===== src/rtl/muldiv_sequencer.sv =====
// Multi-cycle unsigned MUL/MULHU/DIVU/REMU sequencer.
// Drives the shared execute-stage ALU one iteration per clock.
module muldiv_sequencer #(
  parameter int XLEN  = 32,
  parameter int ITERS = 32
) (
  input  logic            iCLK,
  input  logic            iRST,
  input  logic            iStart,
  input  logic [1:0]      iOp,
  input  logic [XLEN-1:0] iA,
  input  logic [XLEN-1:0] iB,
  output logic            oBusy,
  output logic            oDone,
  output logic [XLEN-1:0] oResult,
  output logic [4:0]      oAluControl,
  output logic [XLEN-1:0] oAluA,
  output logic [XLEN-1:0] oAluB,
  input  logic [XLEN-1:0] iAluResult
);

  localparam logic [4:0] ALU_ADD = 5'd0;
  localparam logic [4:0] ALU_SUB = 5'd1;
  localparam int CW = $clog2(ITERS);

  typedef enum logic [1:0] {
    IDLE,
    RUN,
    DONE
  } state_t;

  state_t          state;
  logic [1:0]      op;
  logic [CW-1:0]   cnt;
  logic [XLEN-1:0] acc;
  logic [XLEN-1:0] sh;
  logic [XLEN-1:0] opb;

  logic            is_div;
  logic            carry;
  logic            ge;
  logic            last;
  logic [XLEN:0]   s;
  logic [XLEN-1:0] nacc;
  logic [XLEN-1:0] nsh;
  logic [XLEN-1:0] na;
  logic [XLEN-1:0] res;
  logic [XLEN-1:0] start_a;

  // acc is hi (multiply) or R (divide); sh is lo or Q; opb is M or D
  assign is_div = op[1];
  assign carry  = iAluResult < acc;
  assign s      = {acc, sh[XLEN-1]};
  assign ge     = s >= {1'b0, opb};
  assign last   = cnt == CW'(ITERS - 1);
  assign start_a = {{(XLEN-1){1'b0}}, iOp[1] & iA[XLEN-1]};

  always_comb begin
    nacc = acc;
    nsh  = sh;
    unique case (1'b1)
      is_div && ge: begin
        nacc = iAluResult;
        nsh  = {sh[XLEN-2:0], 1'b1};
      end
      is_div && !ge: begin
        nacc = s[XLEN-1:0];
        nsh  = {sh[XLEN-2:0], 1'b0};
      end
      !is_div && sh[0]: begin
        nacc = {carry, iAluResult[XLEN-1:1]};
        nsh  = {iAluResult[0], sh[XLEN-1:1]};
      end
      default: begin
        nacc = {1'b0, acc[XLEN-1:1]};
        nsh  = {acc[0], sh[XLEN-1:1]};
      end
    endcase
  end

  // Next ALU A operand: hi for multiply, low bits of the next s for divide
  assign na  = is_div ? {nacc[XLEN-2:0], nsh[XLEN-1]} : nacc;
  assign res = op[0] ? nacc : nsh;

  always_ff @(posedge iCLK) begin
    if (iRST) begin
      state       <= IDLE;
      op          <= '0;
      cnt         <= '0;
      acc         <= '0;
      sh          <= '0;
      opb         <= '0;
      oBusy       <= 1'b0;
      oDone       <= 1'b0;
      oResult     <= '0;
      oAluControl <= ALU_ADD;
      oAluA       <= '0;
      oAluB       <= '0;
    end else begin
      case (state)
        IDLE: begin
          oDone <= 1'b0;
          if (iStart) begin
            state       <= RUN;
            op          <= iOp;
            cnt         <= '0;
            acc         <= '0;
            sh          <= iA;
            opb         <= iB;
            oBusy       <= 1'b1;
            oAluControl <= iOp[1] ? ALU_SUB : ALU_ADD;
            oAluA       <= start_a;
            oAluB       <= iB;
          end
        end
        RUN: begin
          acc   <= nacc;
          sh    <= nsh;
          cnt   <= cnt + 1'b1;
          oAluA <= na;
          if (last) begin
            state       <= DONE;
            oDone       <= 1'b1;
            oResult     <= res;
            oAluControl <= ALU_ADD;
            oAluA       <= '0;
            oAluB       <= '0;
          end
        end
        DONE: begin
          state <= IDLE;
          oDone <= 1'b0;
          oBusy <= 1'b0;
        end
        default: state <= IDLE;
      endcase
    end
  end

endmodule


===== config.mk =====
export PLATFORM = sky130hd
export DESIGN_NAME = muldiv_sequencer
export DESIGN_NICKNAME = d
export VERILOG_FILES = /design/src/rtl/muldiv_sequencer.sv
export SDC_FILE = /design/constraint.sdc
export NUM_CORES = 1
export LEC_CHECK = 0
export ABC_AREA = 1
export CORE_ASPECT_RATIO = 1.2
export CORE_MARGIN = 3
export CORE_UTILIZATION = 50
export DETAILED_ROUTE_END_ITERATION = 12
export PLACE_DENSITY_LB_ADDON = 0.08
export SYNTH_ARGS = -nofsm -noshare
export SYNTH_HDL_FRONTEND = slang
export SYNTH_SLANG_ARGS = --single-unit

===== constraint.sdc =====
create_clock -name iCLK -period 3.4 [get_ports iCLK]
set_clock_uncertainty 0.15 [all_clocks]
set_input_delay 0.85 -clock iCLK [delete_from_list [all_inputs] [get_ports iCLK]]
set_output_delay 0.85 -clock iCLK [all_outputs]
set_load 0.1 [all_outputs]

==> results of run 1 <==
-- registers in the layout, summed over array words and instances (netlist names) --
| name | cells |
|---|---|
| opb | 32 |
| cnt | 5 |
| oAluB | 32 |
| acc | 32 |
| oBusy | 1 |
| state | 2 |
| sh | 32 |
| oResult | 32 |
| oAluControl | 1 |
| oAluA | 32 |
| oDone | 1 |
| op | 2 |
-- Yosys cell counts (all sizes together), types with 2 or more instances --
library cell / instances
nand4: 38
ha: 65
nand2: 674
dlygate4sd1: 5
buf: 49
clkbuf: 52
a21o: 2
o21ai: 91
dlygate4sd3: 3
nor3: 4
a21oi: 200
nor2: 30
dfxtp: 204
o21a: 2
nand3: 161
inv: 202
o211ai: 7
-- kinds of logic (layout without fill, tap and decap cells) --
group / Yosys count / in the layout / share of synthesized area (%)
flops: 204 / 204 / 33.5
other cells: 1 / 4 / 0.0308
simple gates: 908 / 908 / 34.3
compound gates: 306 / 306 / 13.6
buf+inv: 315 / 472 / 11.8
fa+ha+maj: 65 / 65 / 6.68
-- per-stage QoR --
step / utilization [%] / hold WS (ns) / instance area (µm²) / setup slack, ns
floorplan: - / 0.293 / 12200 / 1.19
global placement: 59.1 / 0.299 / 13900 / 0.449
finish: 62.3 / 0.311 / 14700 / 0.566
CTS: 62.3 / 0.311 / 14700 / 0.604
global route: 62.3 / 0.326 / 14700 / 0.331
detailed placement: 59.1 / 0.302 / 13900 / 0.424
-- worst min-delay path: stages, from the launching register on --
cell and delay (ns):
dfxtp_1 0.31, nand2_1 0.06, a21oi_1 0.05
-- path summary, 6_finish.rpt --
| path | end | slack [ns] | cells past startpoint |
|---|---|---|---|
| min reg2reg | oAluB[20] | 0.31 | 2 |
| min | oAluB[20] | 0.31 | 2 |
| max | oAluA[11] | 0.57 | 15 |
| max reg2reg | oAluA[11] | 0.57 | 15 |
-- layout make-up --
cell class / instances / area [µm²] / area share [%]
multi-input cells: 1283 / 6680 / 45.5
clock inverters: 10 / 106 / 0.724
repair buffers: 227 / 2010 / 13.6
flip-flops and latches: 204 / 4090 / 27.8
well taps: 315 / 394 / 2.68
clock buffers: 32 / 659 / 4.49
inverters: 203 / 762 / 5.18
-- power breakdown --
group	leakage [nW]	internal [mW]	total, mW	switching (mW)
Combinational	4.66	0.536	1.79	1.25
Sequential	1.66	2.51	2.60	0.0941
Clock	0.381	1.51	2.52	1.01
Total	6.70	4.55	6.90	2.35
-- metal layers --
metal,vias to the layer above,wire [µm],GRT usage [%]
met3,65,2020,3.64
met2,316,17900,47.4
li1,6050,-,-
met1,5545,15400,34.7
met5,-,0,0
met4,0,1280,9.86
==> impl_metrics.yaml, run 1 <==
synth:
  netlist-cell-type-count: 41
  yosysWarnings: 0
  synth_edf_count: 0
  netlist.top_cell.by_area: "dfxtp_1"
  dominantRegCellSynth: "dfxtp_1"
  netlist_area_um2: 12200
  post_synthesis_average_cell_area_um2: 6.77
  synth.yosys.seq_area_share_pct: 33.5
  fraction_of_synthesized_cell_area_taken_by_the_top_area_cell_type_pct: 33.5
  postSynthRegisterBits: 204
  synth.area.top_cells: "dfxtp_1 (34%), nand2_1 (20%), a21oi_1 (7.3%)"
  postSynth.asyncResetShare_pct: 0
  synth_instances: 1799
clock_tree:
  cts_buffers: 23
  cts_sinks: 204
  path_clk_slew_ns: 0.06
  ctsRootBufferMaster: "clkbuf_16"
  clk_path_buf_depth: 3
  cts.repair_timing.setup_buffer_count: 0
  cts_tree: "yes"
  cts_max_level: 1
  postCtsHoldBufs: 0
  insertion_delay_ns: 0.52
  cts_resized: 0
die:
  die_area_um2: 26300
  placement_rows: 61
  i_o_pin_count: 204
  core_region_area_um2: 23600
  die-width_um: 148
  initial_utilization_pct: 51.7
  dieHeight_um: 177
setup_path:
  timing.critical_path.cells: "ha_1, nand2_1, inv_1, nand2_1, nand2_1, a21oi_2, nand3_2, nor2_4, buf_4, nand4_1, nand3_2, nand2_2, nand2_1, nand2_1, a21oi_1"
  worst_path_max_delay_cell: "dfxtp_1"
  cp-startpoint: "acc[27]"
  max_stage_delay_ns: 0.44
  start_kind: "register"
  timing.critical_path.arrival_ns: 3.12
  cp-end-kind: "register"
  worst_path_buf_inv: 2
  critical-path-top-delay-family: "simple AND/OR/NAND/NOR gates"
  critical_path_required_ns: 3.68
  critical-path-top-cell-by-count: "nand2_1"
  criticalPathCategory: "reg2reg"
  critical_path_peak_fanout: 32
  worstReg2RegStart: "acc[27]"
timing:
  period_needed_ns: 2.83
  setup_violations: 0
  tightestPinTransition_ns: 0.841
  setup_tns_ns: 0
  grt_setup_unrepaired: "false"
  final-hold-violation-count: 0
  min_period_over_period_pct: 83.4
  final-max-slew-violation-count: 0
  achievable-frequency_mhz: 353
  relSlewSlack_pct: 43.9
final_layout:
  commonest_cells_after_routing_fill_and_taps_aside: "nand2_1 (640), dfxtp_1 (203), inv_1 (198)"
  final_cell_count_no_fill: 2274
  fin_nets: 2108
  layout_commonest_cell: "nand2_1"
  fillers: 2265
  area_growth_pct: 20.7
  antennaDiodeCount: 0
  post_route_cells_drive_above_1_share_pct: 15.5
global_routing:
  vias_in_the_first_global_route: 11500
  track_usage_pct: 27.3
  grt_remaining_overflow: 0
  number_of_antenna_violations_at_the_first_check_in_global_routing: 0
  first_pass_grt_wire_length_mm: 58.9
  grt_start_max_net_pins: 172
route:
  vias: 12000
  ant_nets: 0
  routed_via_count_divided_by_cell_count: 5.27
  drt_wl_total_mm: 36.5
  drt-wirelength-per-cell_um: 16.1
  detail_route.iter0.violations: 926
  detail_route.drc_violations: 0
  firstDrtPassIters: 5
power:
  ir_drop_uv: 399
  design_power_total_mw: 6.90
  power_leakage_nw: 6.70
  p_per_area_nw_per_um2: 470
outcome:
  run_status: "complete, no violations"
placed_design:
  port_buffers: 199
  gp_congestion: 0.941
  dp_hpwl_mm: 26.2
  post-place-cells: 2232
job:
  maxCapViolations: 0
min_path:
  hold_path.class: "reg2reg"
  timing.hold.worst.start: "oAluB[20]"
(Power assumes the default switching activity.)
==> run 2: changes to the inputs <==
==> constraint.sdc (replaced) <==
create_clock -name iCLK -period 2.8 [get_ports iCLK]
set_clock_uncertainty 0.15 [all_clocks]
set_input_delay 0.7 -clock iCLK [delete_from_list [all_inputs] [get_ports iCLK]]
set_output_delay 0.7 -clock iCLK [all_outputs]
set_load 0.1 [all_outputs]
==> run 2 against run 1 <==
Utilization rose by 1.0 points. Fmax is 11% higher. Worst hold slack improved by 0.0013 ns. Design area up 1.6%. Critical path type unchanged. Critical endpoint is now oResult[17]. Highest routed layer unchanged.
==> impl_metrics.yaml, run 2 (synthesized netlist as in run 1, its figures left out) <==
timing:
  final-hold-violation-count: 0
  period_needed_ns: 2.56
  tightestPinTransition_ns: 0.824
  relSlewSlack_pct: 45.0
  achievable-frequency_mhz: 390
  min_period_over_period_pct: 91.5
  final-max-slew-violation-count: 0
  setup_violations: 0
  fin_hold_ws_ns: 0.313
  grt_setup_unrepaired: "false"
clock_tree:
  clk_path_buf_depth: 3
  cts_resized: 0
  insertion_delay_ns: 0.51
  cts_tree: "yes"
  ctsRootBufferMaster: "clkbuf_16"
  cts.repair_timing.setup_buffer_count: 0
  path_clk_slew_ns: 0.06
  cts_sinks: 204
  postCtsHoldBufs: 0
  cts_max_level: 1
  cts_buffers: 23
final_layout:
  fin_nets: 2132
  commonest_cells_after_routing_fill_and_taps_aside: "nand2_1 (640), dfxtp_1 (203), inv_1 (198)"
  area_growth_pct: 22.6
  finish.utilization_pct: 63.3
  layout_commonest_cell: "nand2_1"
  post_route_cells_drive_above_1_share_pct: 16.4
power:
  power_switching_share_pct: 34.0
  ir_drop_uv: 545
  seq_power_share_pct: 37.2
  p_per_area_nw_per_um2: 569
  clockPowerShare_pct: 36.4
  power_report.internal_total_mw: 5.61
  power_leakage_nw: 6.83
  p_comb_share_pct: 26.4
  power.net_switching_mw: 2.89
route:
  vias: 12100
  detail_route.iter0.violations: 736
  routed_via_count_divided_by_cell_count: 5.26
  detail_route.drc_violations: 0
  ant_nets: 0
  drt_wl_total_mm: 37.3
  drt-wirelength-per-cell_um: 16.2
  firstDrtPassIters: 7
setup_path:
  critical-path-top-cell-by-count: "nand2_1"
  timing.critical_path.cells: "ha_1, nand2_1, inv_1, nand2_1, nand2_1, nand2_1, nand2_1, nand2_1, nand2_1, nand2_4, buf_4, nand4_1, nand3_2, nand2_2, nand2_1, nand2_1, a21oi_2"
  criticalPathCategory: "reg2reg"
  worstReg2RegStart: "acc[3]"
  start_kind: "register"
  timing.critical_path.arrival_ns: 2.85
  cp-startpoint: "acc[3]"
  cp-end-kind: "register"
  critical-path-top-delay-family: "simple AND/OR/NAND/NOR gates"
  max_stage_delay_ns: 0.44
  worst_path_buf_inv: 2
  critical_path_required_ns: 3.09
  critical_path_peak_fanout: 12
  worst_path_max_delay_cell: "dfxtp_1"
min_path:
  timing.hold.worst.start: "oAluB[1]"
  hold_path.class: "reg2reg"
die:
  i_o_pin_count: 204
  die_area_um2: 26300
  die-width_um: 148
  core_region_area_um2: 23600
  placement_rows: 61
  dieHeight_um: 177
  initial_utilization_pct: 51.7
job:
  maxCapViolations: 0
global_routing:
  grt_start_max_net_pins: 172
  number_of_antenna_violations_at_the_first_check_in_global_routing: 1
  track_usage_pct: 27.7
  vias_in_the_first_global_route: 11600
  grt_remaining_overflow: 0
  first_pass_grt_wire_length_mm: 59.6
outcome:
  run_status: "complete, no violations"
placed_design:
  port_buffers: 199
  gp_congestion: 0.956
  dp_hpwl_mm: 27.0
## run 2: changes by cell type in the layout (fill, tap and decap cells not counted), moves of 2 or more
cell,delta
buf_4,+19
diode_2,+2
buf_12,+4
clkinv_2,-5
## run 2: final timing paths
kind	end	slack [ns]	depth (start not counted)
max	oResult[17]	0.24	17
min	oAluB[1]	0.31	2
max reg2reg	oResult[17]	0.24	17
min reg2reg	oAluB[1]	0.31	2
## run 2: worst min-delay path, delay by kind of cell (launching register included)
family           cells  cell delay [ns]
AND/OR/NAND/NOR      1             0.06
flip-flops           1             0.31
AO/OA/AOI/OAI        1             0.05
## run 2: cell type report
cell class,instances,area [µm²]
fillers,2250,8650
multi-input cells,1283,6680
flip-flops and latches,204,4090
repair buffers,251,2240
inverters,203,762
clock buffers,34,677
well taps,315,394
clock inverters,6,88.8
diodes,2,5.00
## run 2: through the flow
stage	setup slack (ns)	area [µm²]	TNS [ns]	total power, mW	std cells
CTS	0.211	14900	0	8.54	2296
detailed placement	-0.0676	14200	-0.0676	5.46	2256
global placement	-0.00682	14200	-0.00682	5.44	2256
global route	0.0249	14900	0	8.89	2297
finish	0.239	14900	0	8.50	2298
floorplan	0.615	12200	0	4.82	1802
## run 2: routing by layer
metal	vias to the layer above	GRT usage, %	wire length (µm)
met5	-	0	0
met3	71	3.82	1930
met1	5569	35.4	15900
met2	328	47.8	18200
met4	0	10.0	1250
li1	6109	-	-
## run 2: power by group through the flow
stage                     combinational [mW]  clock, mW  sequential (mW)
after global routing                    2.44       3.26             3.18
after floorplan                         1.25          0             3.57
after global placement                  2.21          0             3.22
after CTS                               2.24       3.14             3.16
final                                   2.24       3.09             3.17
after detailed placement                2.23          0             3.23
==> run 3: changes to the inputs <==
--- a/config.mk
+++ b/config.mk
@@ -9,6 +9,7 @@
 export CORE_ASPECT_RATIO = 1.2
 export CORE_MARGIN = 3
 export CORE_UTILIZATION = 50
+export CTS_BUF_LIST = sky130_fd_sc_hd__clkbuf_4 sky130_fd_sc_hd__clkbuf_8
 export DETAILED_ROUTE_END_ITERATION = 12
 export PLACE_DENSITY_LB_ADDON = 0.08
 export SYNTH_ARGS = -nofsm -noshare
==> run 3 against run 2 <==
Global-route usage is 0.18 points higher. Sequential power hardly changed. Register-to-register slack hardly changed. Critical endpoint is now oAluA[25].
==> impl_metrics.yaml, run 3 (synthesized netlist as in run 1, its figures left out) <==
route:
  drt_wl_total_mm: 37.5
  drt-wirelength-per-cell_um: 16.1
  vias: 12200
  routed_via_count_divided_by_cell_count: 5.25
  ant_nets: 0
  detail_route.iter0.violations: 759
  firstDrtPassIters: 5
  detail_route.drc_violations: 0
die:
  die_area_um2: 26300
  initial_utilization_pct: 51.7
  core_region_area_um2: 23600
  die-width_um: 148
  placement_rows: 61
  dieHeight_um: 177
  i_o_pin_count: 204
setup_path:
  ff2ff_setup_slack_ns: 0.25
  timing.critical_path.cells: "inv_1, ha_1, nand2_1, nor2_1, nand2_2, nor2_4, nand3_2, nand3_2, nor2_4, nand2_4, buf_12, nand3_2, nand3_1, nand2_1, inv_1, nand2_1, a21oi_1"
  criticalPathCategory: "reg2reg"
  critical_path_required_ns: 3.10
  critical-path-top-delay-family: "simple AND/OR/NAND/NOR gates"
  cp.depth: 17
  worstReg2RegStart: "opb[30]"
  timing.critical_path.arrival_ns: 2.84
  r2r.worst_path.cells: 17
  cp-end-kind: "register"
  critical_path_peak_fanout: 17
  worst_path_buf_inv: 3
  start_kind: "register"
  max_stage_delay_ns: 0.33
  worst_path_max_delay_cell: "dfxtp_1"
  r2r_end: "oAluA[25]"
placed_design:
  placement.cell_area_um2: 14200
  dp_hpwl_mm: 27.0
  gp_congestion: 0.956
  port_buffers: 199
clock_tree:
  cts_tree: "yes"
  clk_path_buf_depth: 3
  cts_sinks: 204
  cts.repair_timing.setup_buffer_count: 0
  insertion_delay_ns: 0.53
  cts_max_level: 2
  path_clk_slew_ns: 0.06
  cts_buffers: 37
  ctsRootBufferMaster: "clkbuf_8"
final_layout:
  area_growth_pct: 23.2
  layout_commonest_cell: "nand2_1"
  layout.cell_area.non_filler_um2: 15000
  fin_nets: 2146
  post_route_cells_drive_above_1_share_pct: 17.6
  commonest_cells_after_routing_fill_and_taps_aside: "nand2_1 (640), dfxtp_1 (203), inv_1 (198)"
power:
  power.net_switching_mw: 2.94
  p_comb_share_pct: 26.0
  clockPowerShare_pct: 37.4
  ir_drop_uv: 347
  power_report.internal_total_mw: 5.70
  power_leakage_nw: 6.90
  seq_power_share_pct: 36.7
  power_switching_share_pct: 34.0
  p_per_area_nw_per_um2: 575
global_routing:
  track_usage_pct: 27.9
  vias_in_the_first_global_route: 11800
  first_pass_grt_wire_length_mm: 59.8
  grt_start_max_net_pins: 172
  grt_remaining_overflow: 0
  number_of_antenna_violations_at_the_first_check_in_global_routing: 1
timing:
  setup_violations: 0
  min_period_over_period_pct: 91.0
  tightestPinTransition_ns: 0.833
  relSlewSlack_pct: 44.5
  achievable-frequency_mhz: 393
  grt_setup_unrepaired: "false"
  final-max-slew-violation-count: 0
  period_needed_ns: 2.55
  setup_tns_ns: 0
  final-hold-violation-count: 0
min_path:
  min_to: "oAluB[20]"
  hold_path.class: "reg2reg"
  timing.hold.worst.start: "oAluB[20]"
  hold_depth: 2
outcome:
  run_status: "complete, no violations"
job:
  maxCapViolations: 0
-- run 3: cell count changes in the layout (fill, tap and decap cells not counted), moves of 2 or more --
cell and change:
clkbuf_4 +7, clkbuf_16 -23, bufinv_16 +2, clkinv_2 +4
clkbuf_1 -5, clkbuf_8 +40
-- run 3: power by group through the flow --
stage                     Combinational, mW  Clock [mW]  Sequential, mW
after floorplan                        1.25           0            3.57
after detailed placement               2.23           0            3.23
after global routing                   2.44        3.42            3.18
after global placement                 2.21           0            3.22
after CTS                              2.24        3.28            3.16
final                                  2.24        3.23            3.17
-- run 3: layer usage --
metal | wire [µm] | GRT usage, % | vias to the layer above
met5 | 0 | 0 | -
met4 | 1520 | 12.1 | 0
met3 | 2100 | 5.07 | 82
met2 | 18100 | 47.4 | 332
met1 | 15700 | 34.7 | 5617
li1 | - | - | 6140
-- run 3: cell type report --
| type | count | area, µm² |
|---|---|---|
| fill | 2276 | 8580 |
| multi-input combinational | 1283 | 6680 |
| sequential | 204 | 4090 |
| timing repair buffer | 251 | 2240 |
| inverter | 203 | 762 |
| clock buffer | 53 | 686 |
| tap | 315 | 394 |
| clock inverter | 10 | 153 |
| antenna | 1 | 2.50 |
-- run 3: repair_timing --
| action | 4_1_cts | 5_1_grt |
|---|---|---|
| hold buffers | 0 | 0 |
| gates resized for setup | 0 | 1 |
| setup endpoints to repair | 0 | 1 |
-- run 3: worst max-delay path by stage --
stage | slack, ns | end | start
global route | 0.02 | oResult[21] | opb[28]
floorplan | 0.61 | oResult[21] | acc[27]
finish | 0.25 | oAluA[25] | opb[30]
detailed placement | -0.07 | oResult[31] | iAluResult[1]
global placement | -0.007 | oResult[31] | iAluResult[1]
CTS | 0.22 | oAluA[14] | opb[28]
-- run 3: tightest hold or removal path: stages, from the launching register on --
cell     delay, ns
dfxtp_1       0.31
nand2_1       0.06
a21oi_1       0.05
-- run 3: metrics by stage --
step | std cells | hold slack, ns | util [%] | power (mW) | setup WS (ns)
finish | 2320 | 0.312 | 63.6 | 8.63 | 0.253
global route | 2320 | 0.328 | 63.6 | 9.04 | 0.0154
CTS | 2319 | 0.314 | 63.6 | 8.68 | 0.225
detailed placement | 2256 | 0.305 | 60.1 | 5.46 | -0.0676
global placement | 2256 | 0.299 | 60.1 | 5.44 | -0.00682
floorplan | 1802 | 0.293 | - | 4.82 | 0.615
==> RTL edit 1, RTL diff (config.mk and constraints of run 2) <==
`ITERS`: 32 -> 128.
--- a/src/rtl/muldiv_sequencer.sv
+++ b/src/rtl/muldiv_sequencer.sv
@@ -3,5 +3,5 @@
 module muldiv_sequencer #(
   parameter int XLEN  = 32,
-  parameter int ITERS = 32
+  parameter int ITERS = 128
 ) (
   input  logic            iCLK,
Function: no difference found for any inputs over 4 cycles, from zero or initial values and one cycle with iRST high; that may be too few to reach the edited logic, so the function may still have changed.
==> RTL edit 1 against run 2 <==
- final area down 3.2%
- core utilization grew 0.67 points
- sequential cell count is 2 higher
- first-iteration DRC count is 55% higher
- wire length decreased by 1.7%
- area after synthesis fell by 4.7%
- power decreased by 2.8%
- sequential share of layout area increased by 1.2 points
- count of clock-buffer cells in the layout is 3 higher
- setup slack got worse by 54 ps
==> RTL edit 1: results (changes against run 2) <==
[global_route]
use_met2_pct = 45.2  ; was 47.8%
grt_start_max_net_pins = 147  ; was 172
grt_pass1_wl_um = 58100  ; was 59,600 um
use_met3_pct = 5.50  ; was 3.82%
track_usage_pct = 27.8  ; was 27.7%
gr-usage-met1_pct = 36.8  ; was 35.4%
grt_pass1_vias = 11200  ; was 11,600
antenna_found_initial = 2  ; was 1

[placement]
dp_slack_ps = -85.3  ; was -67.6 ps
detailed_place_hpwl_um = 26300  ; was 27,000 um
place_area_sq_um = 13700  ; was 14,200 sq um
routabilityCongestion = 0.908  ; was 0.956
dp.cells = 2205  ; was 2,256

[sta]
worst_pin_slew_ps = 786  ; was 824 ps
hold_ws_ps = 311  ; was 313 ps
min_period_ps = 2610  ; was 2560 ps

[route]
drtIter0Drc = 1140  ; was 736
vias = 12000  ; was 12,100
first_pass_iters = 5  ; was 7
routed_wirelength_um = 36700  ; was 37,300 um

[cells_and_area]
design_area_sq_um = 14500  ; was 14,900 sq um
drive_gt1_share_pct = 11.8  ; was 16.4%
finish.net_count = 2085  ; was 2,132

[yosys]
yosys.cell_types.count = 35  ; was 41
netlist_instances = 1757  ; was 1,799
synth_seq_area_share_pct = 35.5  ; was 33.5%
synth_area_leaders = dfxtp_1, nand2_1, a21oi_1, inv_1, ha_1  ; was dfxtp_1, nand2_1, a21oi_1, ha_1, inv_1
ys_top_cells_by_count = nand2_1, a21oi_1, inv_1  ; was nand2_1, dfxtp_1, inv_1

[flow_run]
drv_cap = 0  ; unchanged

[setup_path]
critPathArrivalTime_ps = 2900  ; was 2850 ps
critPathMaxFanout = 18  ; was 12
r2r_slack_ps = 190  ; was 240 ps

[power]
peakVddDrop_v = 0.000424  ; was 0.000545 V
p_sw_mw = 2.84  ; was 2.89 mW
p_leak_nw = 6.30  ; was 6.83 nW

[clocking]
insertion_delay_ps = 520

[run_status]
status = complete, no violations  ; unchanged

[RTL edit 1: cell types whose count changed in the layout (fill, tap and decap cells not counted), moves of 18 or more]
cell,before,now
nand3_2,59,30
o221ai_1,0,30
o21ai_0,90,72
nand2_2,31,3
nand2_1,640,592
a21oi_2,23,1
a21oi_1,177,225
inv_1,198,221
[RTL edit 1: kinds of logic (layout without fill, tap and decap cells)]
kind of cell               Yosys count  after routing  synth area share, %
AOI/OAI and AO/OA                  342            342                 16.0
adders and majority gates           64             64                 6.90
DFF                                206            206                 35.5
other                                1              5               0.0323
buffers and inverters              336            511                 11.4
and+or+nand+nor                    808            808                 30.1
[RTL edit 1: final timing paths]
kind / from / end / depth (start not counted)
worst min-delay path: oAluB[13]$_SDFFE_PP0P_ / oAluB[13]$_SDFFE_PP0P_ / 2
worst max-delay path: opb[16]$_SDFFE_PP0P_ / oResult[16]$_SDFFE_PP0P_ / 16
worst max register to register: opb[16]$_SDFFE_PP0P_ / oResult[16]$_SDFFE_PP0P_ / 16
worst min register to register: oAluB[13]$_SDFFE_PP0P_ / oAluB[13]$_SDFFE_PP0P_ / 2
[RTL edit 1: worst max-delay path: stages, from the launching register on]
cell and delay [ps]:
dfxtp_1 340, inv_1 80, ha_1 310, nand2_1 130, nor2_1 60, nand3_1 90
nor2_1 60, nand2_1 70, nand3_2 90, nor2_4 140, buf_4 280, nand4_1 150
nand3_1 150, nand2_1 80, nand2_1 130, nand2_1 70, a21oi_1 140
[RTL edit 1: per-layer routing]
metal  routed length (um)  up-vias
met4                 1340        2
met1                15400     5506
li1                     -     6012
met3                 3000       75
met2                16900      446
met5                   13        -
[RTL edit 1: final cells by class]
cell class | instances | area [sq um]
diodes | 1 | 2.50
clock buffers | 37 | 688
clock inverters | 3 | 22.5
fillers | 2161 | 8130
inverters | 224 | 841
multi-input cells | 1218 | 6200
flip-flops and latches | 206 | 4130
well taps | 310 | 388
repair buffers | 247 | 2200
[RTL edit 1: through the flow]
| stage | util [%] | TNS (ps) |
|---|---|---|
| floorplan | - | 0 |
| global placement | 60.7 | -33.2 |
| detailed placement | 60.7 | -110 |
| CTS | 63.8 | 0 |
| global route | 64.0 | -15.9 |
| finish | 64.0 | 0 |
[RTL edit 1: timing repair]
action                                  4_1_cts  5_1_grt
resized for setup                             0       10
hold buffers                                  0        0
endpoints found under the hold margin         0        0
endpoints found under the setup margin        0       44
[RTL edit 1: power by group through the flow]
stage	Sequential, mW	Combinational (mW)	Clock, mW
floorplan	3.60	1.11	0
global placement	3.23	2.13	0
detailed placement	3.23	2.15	0
CTS	3.17	2.16	2.95
global route	3.18	2.38	3.07
finish	3.17	2.19	2.90
==> RTL edit 2, RTL diff (config.mk and constraints of run 2) <==
Made on the original files. The 3 states of `state_t` get a one-hot encoding in 3 bits.
--- a/src/rtl/muldiv_sequencer.sv
+++ b/src/rtl/muldiv_sequencer.sv
@@ -24,8 +24,8 @@
   localparam int CW = $clog2(ITERS);
 
-  typedef enum logic [1:0] {
-    IDLE,
-    RUN,
-    DONE
+  typedef enum logic [2:0] {
+    IDLE = 3'b001,
+    RUN  = 3'b010,
+    DONE = 3'b100
   } state_t;
 
Function: no difference found for any inputs over 4 cycles, from zero or initial values and one cycle with iRST high; so few cycles prove little.
==> RTL edit 2 against run 2 <==
- worst hold slack got worse by 1.7 ps
- power fell by 8.7%
- sequential cell count rose by 1
- wire length fell by 5.0%
- final area fell by 4.9%
- area after synthesis fell by 6.9%
- highest routed layer is now met5
- setup slack got worse by 57 ps
==> RTL edit 2: results (changes against run 2) <==
[yosys]
synthXorXnorAreaFrac_pct = 0  ; unchanged
synth_compound_area_share_pct = 18.1  ; was 13.6%
synth_seq_area_share_pct = 36.2  ; was 33.5%
syn-mean-instance-area_sq_um = 6.68  ; was 6.77 sq um
async_reset_ff_share_pct = 0  ; unchanged
ys_top_cells_by_count = nand2_1, a21oi_1, dfxtp_1  ; was nand2_1, dfxtp_1, inv_1
yosys.area_share.adder_pct = 7.17  ; was 6.68%
synth_area_leaders = dfxtp_1, nand2_1, a21oi_1, ha_1, inv_1  ; unchanged
ys_warn_count = 0  ; unchanged
yosys.cell_types.count = 37  ; was 41
synthMuxAreaShare_pct = 0  ; unchanged

[min_path]
hold_path_class = reg -> reg  ; unchanged

[global_route]
grt_pass1_vias = 11000  ; was 11,600
track_usage_pct = 27.9  ; was 27.7%
grt_start_max_net_pins = 80  ; was 172
grt_pass1_wl_um = 55900  ; was 59,600 um
antenna_found_initial = 1  ; unchanged

[clocking]
numCtsBuffers = 23  ; unchanged
htreeDepth = 1  ; unchanged
clk_pin_slew_worst_paths_ps = 70
clock_path_buffers = 3  ; unchanged
clockRootBuffer = clkbuf_16  ; unchanged
insertion_delay_ps = 520

[route]
first_pass_iters = 5  ; was 7
routed-wl-met2_um = 15900  ; was 18,200 um
routed_wirelength_um = 35400  ; was 37,300 um
m1WireLength_um = 15900  ; about the same
wl_met3_um = 2620  ; was 1930 um
vias = 11800  ; was 12,100
highest_layer = met5  ; was met4
drtIter0Drc = 869  ; was 736

[power]
p_leak_nw = 6.05  ; was 6.83 nW
p_int_mw = 5.28  ; was 5.61 mW
peakVddDrop_v = 0.000439  ; was 0.000545 V

[run_status]
status = complete, no violations  ; unchanged

[sta]
slew_headroom_pct = 60.9  ; was 45.0%

[placement]
io_buffers = 199  ; unchanged
detailed_place_hpwl_um = 25000  ; was 27,000 um
routabilityCongestion = 0.897  ; was 0.956

[cells_and_area]
n_antenna_cell = 0  ; was 2
drive_gt1_share_pct = 12.5  ; was 16.4%
finish.net_count = 2026  ; was 2,132

[setup_path]
critPathMaxFanout = 32  ; was 12
critPathArrivalTime_ps = 2900  ; was 2850 ps

==> RTL edit 2: logic make-up (layout without fill, tap and decap cells) <==
| kind of cell | Yosys count | after routing |
|---|---|---|
| AND/OR/NAND/NOR | 749 | 749 |
| buffers and inverters | 274 | 450 |
| flip-flops | 205 | 205 |
| AO/OA/AOI/OAI | 403 | 403 |
| adder cells (fa/ha/maj) | 65 | 65 |
| other | 1 | 4 |
==> RTL edit 2: what timing repair did <==
item                       in CTS  in global routing
resized for setup               0                  7
setup buffers                   0                  4
setup endpoints to repair       0                 36
==> RTL edit 2: final timing paths <==
kind / startpoint / endpoint / slack [ps] / cells past startpoint
max: acc[5]$_SDFFE_PP0P_ / oAluA[16]$_SDFFE_PP0P_ / 180 / 15
max reg2reg: acc[5]$_SDFFE_PP0P_ / oAluA[16]$_SDFFE_PP0P_ / 180 / 15
min reg2reg: oAluB[9]$_SDFFE_PP0P_ / oAluB[9]$_SDFFE_PP0P_ / 310 / 2
min: oAluB[9]$_SDFFE_PP0P_ / oAluB[9]$_SDFFE_PP0P_ / 310 / 2
==> RTL edit 2: power by group through the flow <==
| stage | registers (mW) | logic, mW | clock network [mW] |
|---|---|---|---|
| after floorplan | 3.43 | 0.867 | 0 |
| after CTS | 3.12 | 1.67 | 3.00 |
| after global placement | 3.18 | 1.65 | 0 |
| after detailed placement | 3.18 | 1.66 | 0 |
| final | 3.12 | 1.70 | 2.94 |
| after global routing | 3.13 | 1.85 | 3.11 |
==> RTL edit 2: per-stage QoR <==
stage	area [sq um]	worst slack [ps]	util (%)	std cells	hold WS (ps)
3_3_place_gp	13400	68.0	61.0	2105	299
3_5_place_dp	13400	40.4	61.0	2105	302
5_1_grt	14200	3.20	64.6	2150	326
6_report	14200	182	64.6	2150	311
4_1_cts	14200	115	64.4	2146	312
2_1_floorplan	11400	666	-	1700	287
==> RTL edit 2: area by class of cell <==
cell class              instances  area (sq um)
multi-input cells            1221          6190
well taps                     274           343
fillers                      2084          7790
repair buffers                247          2240
clock buffers                  30           632
flip-flops and latches        205          4110
inverters                     162           608
clock inverters                11          97.6
==> RTL edit 2: worst max-delay path: stages (launching register included) <==
cell and delay (ps):
dfxtp_1 450, ha_1 290, a21oi_1 160, nor2_1 50, nor2_1 100, nand2_1 80
nand2_1 60, nand2_1 50, nand2_1 160, buf_12 240, nand4_1 160, nand3_1 150
nand2_1 130, nand2_1 90, nand2_1 90, a21oi_1 130
==> RTL edit 2: routing by layer <==
metal / GRT usage [%] / up-vias
met4: 9.17 / 2
met1: 38.6 / 5356
met3: 3.97 / 71
met2: 44.8 / 432
li1: - / 5899
met5: 0 / -
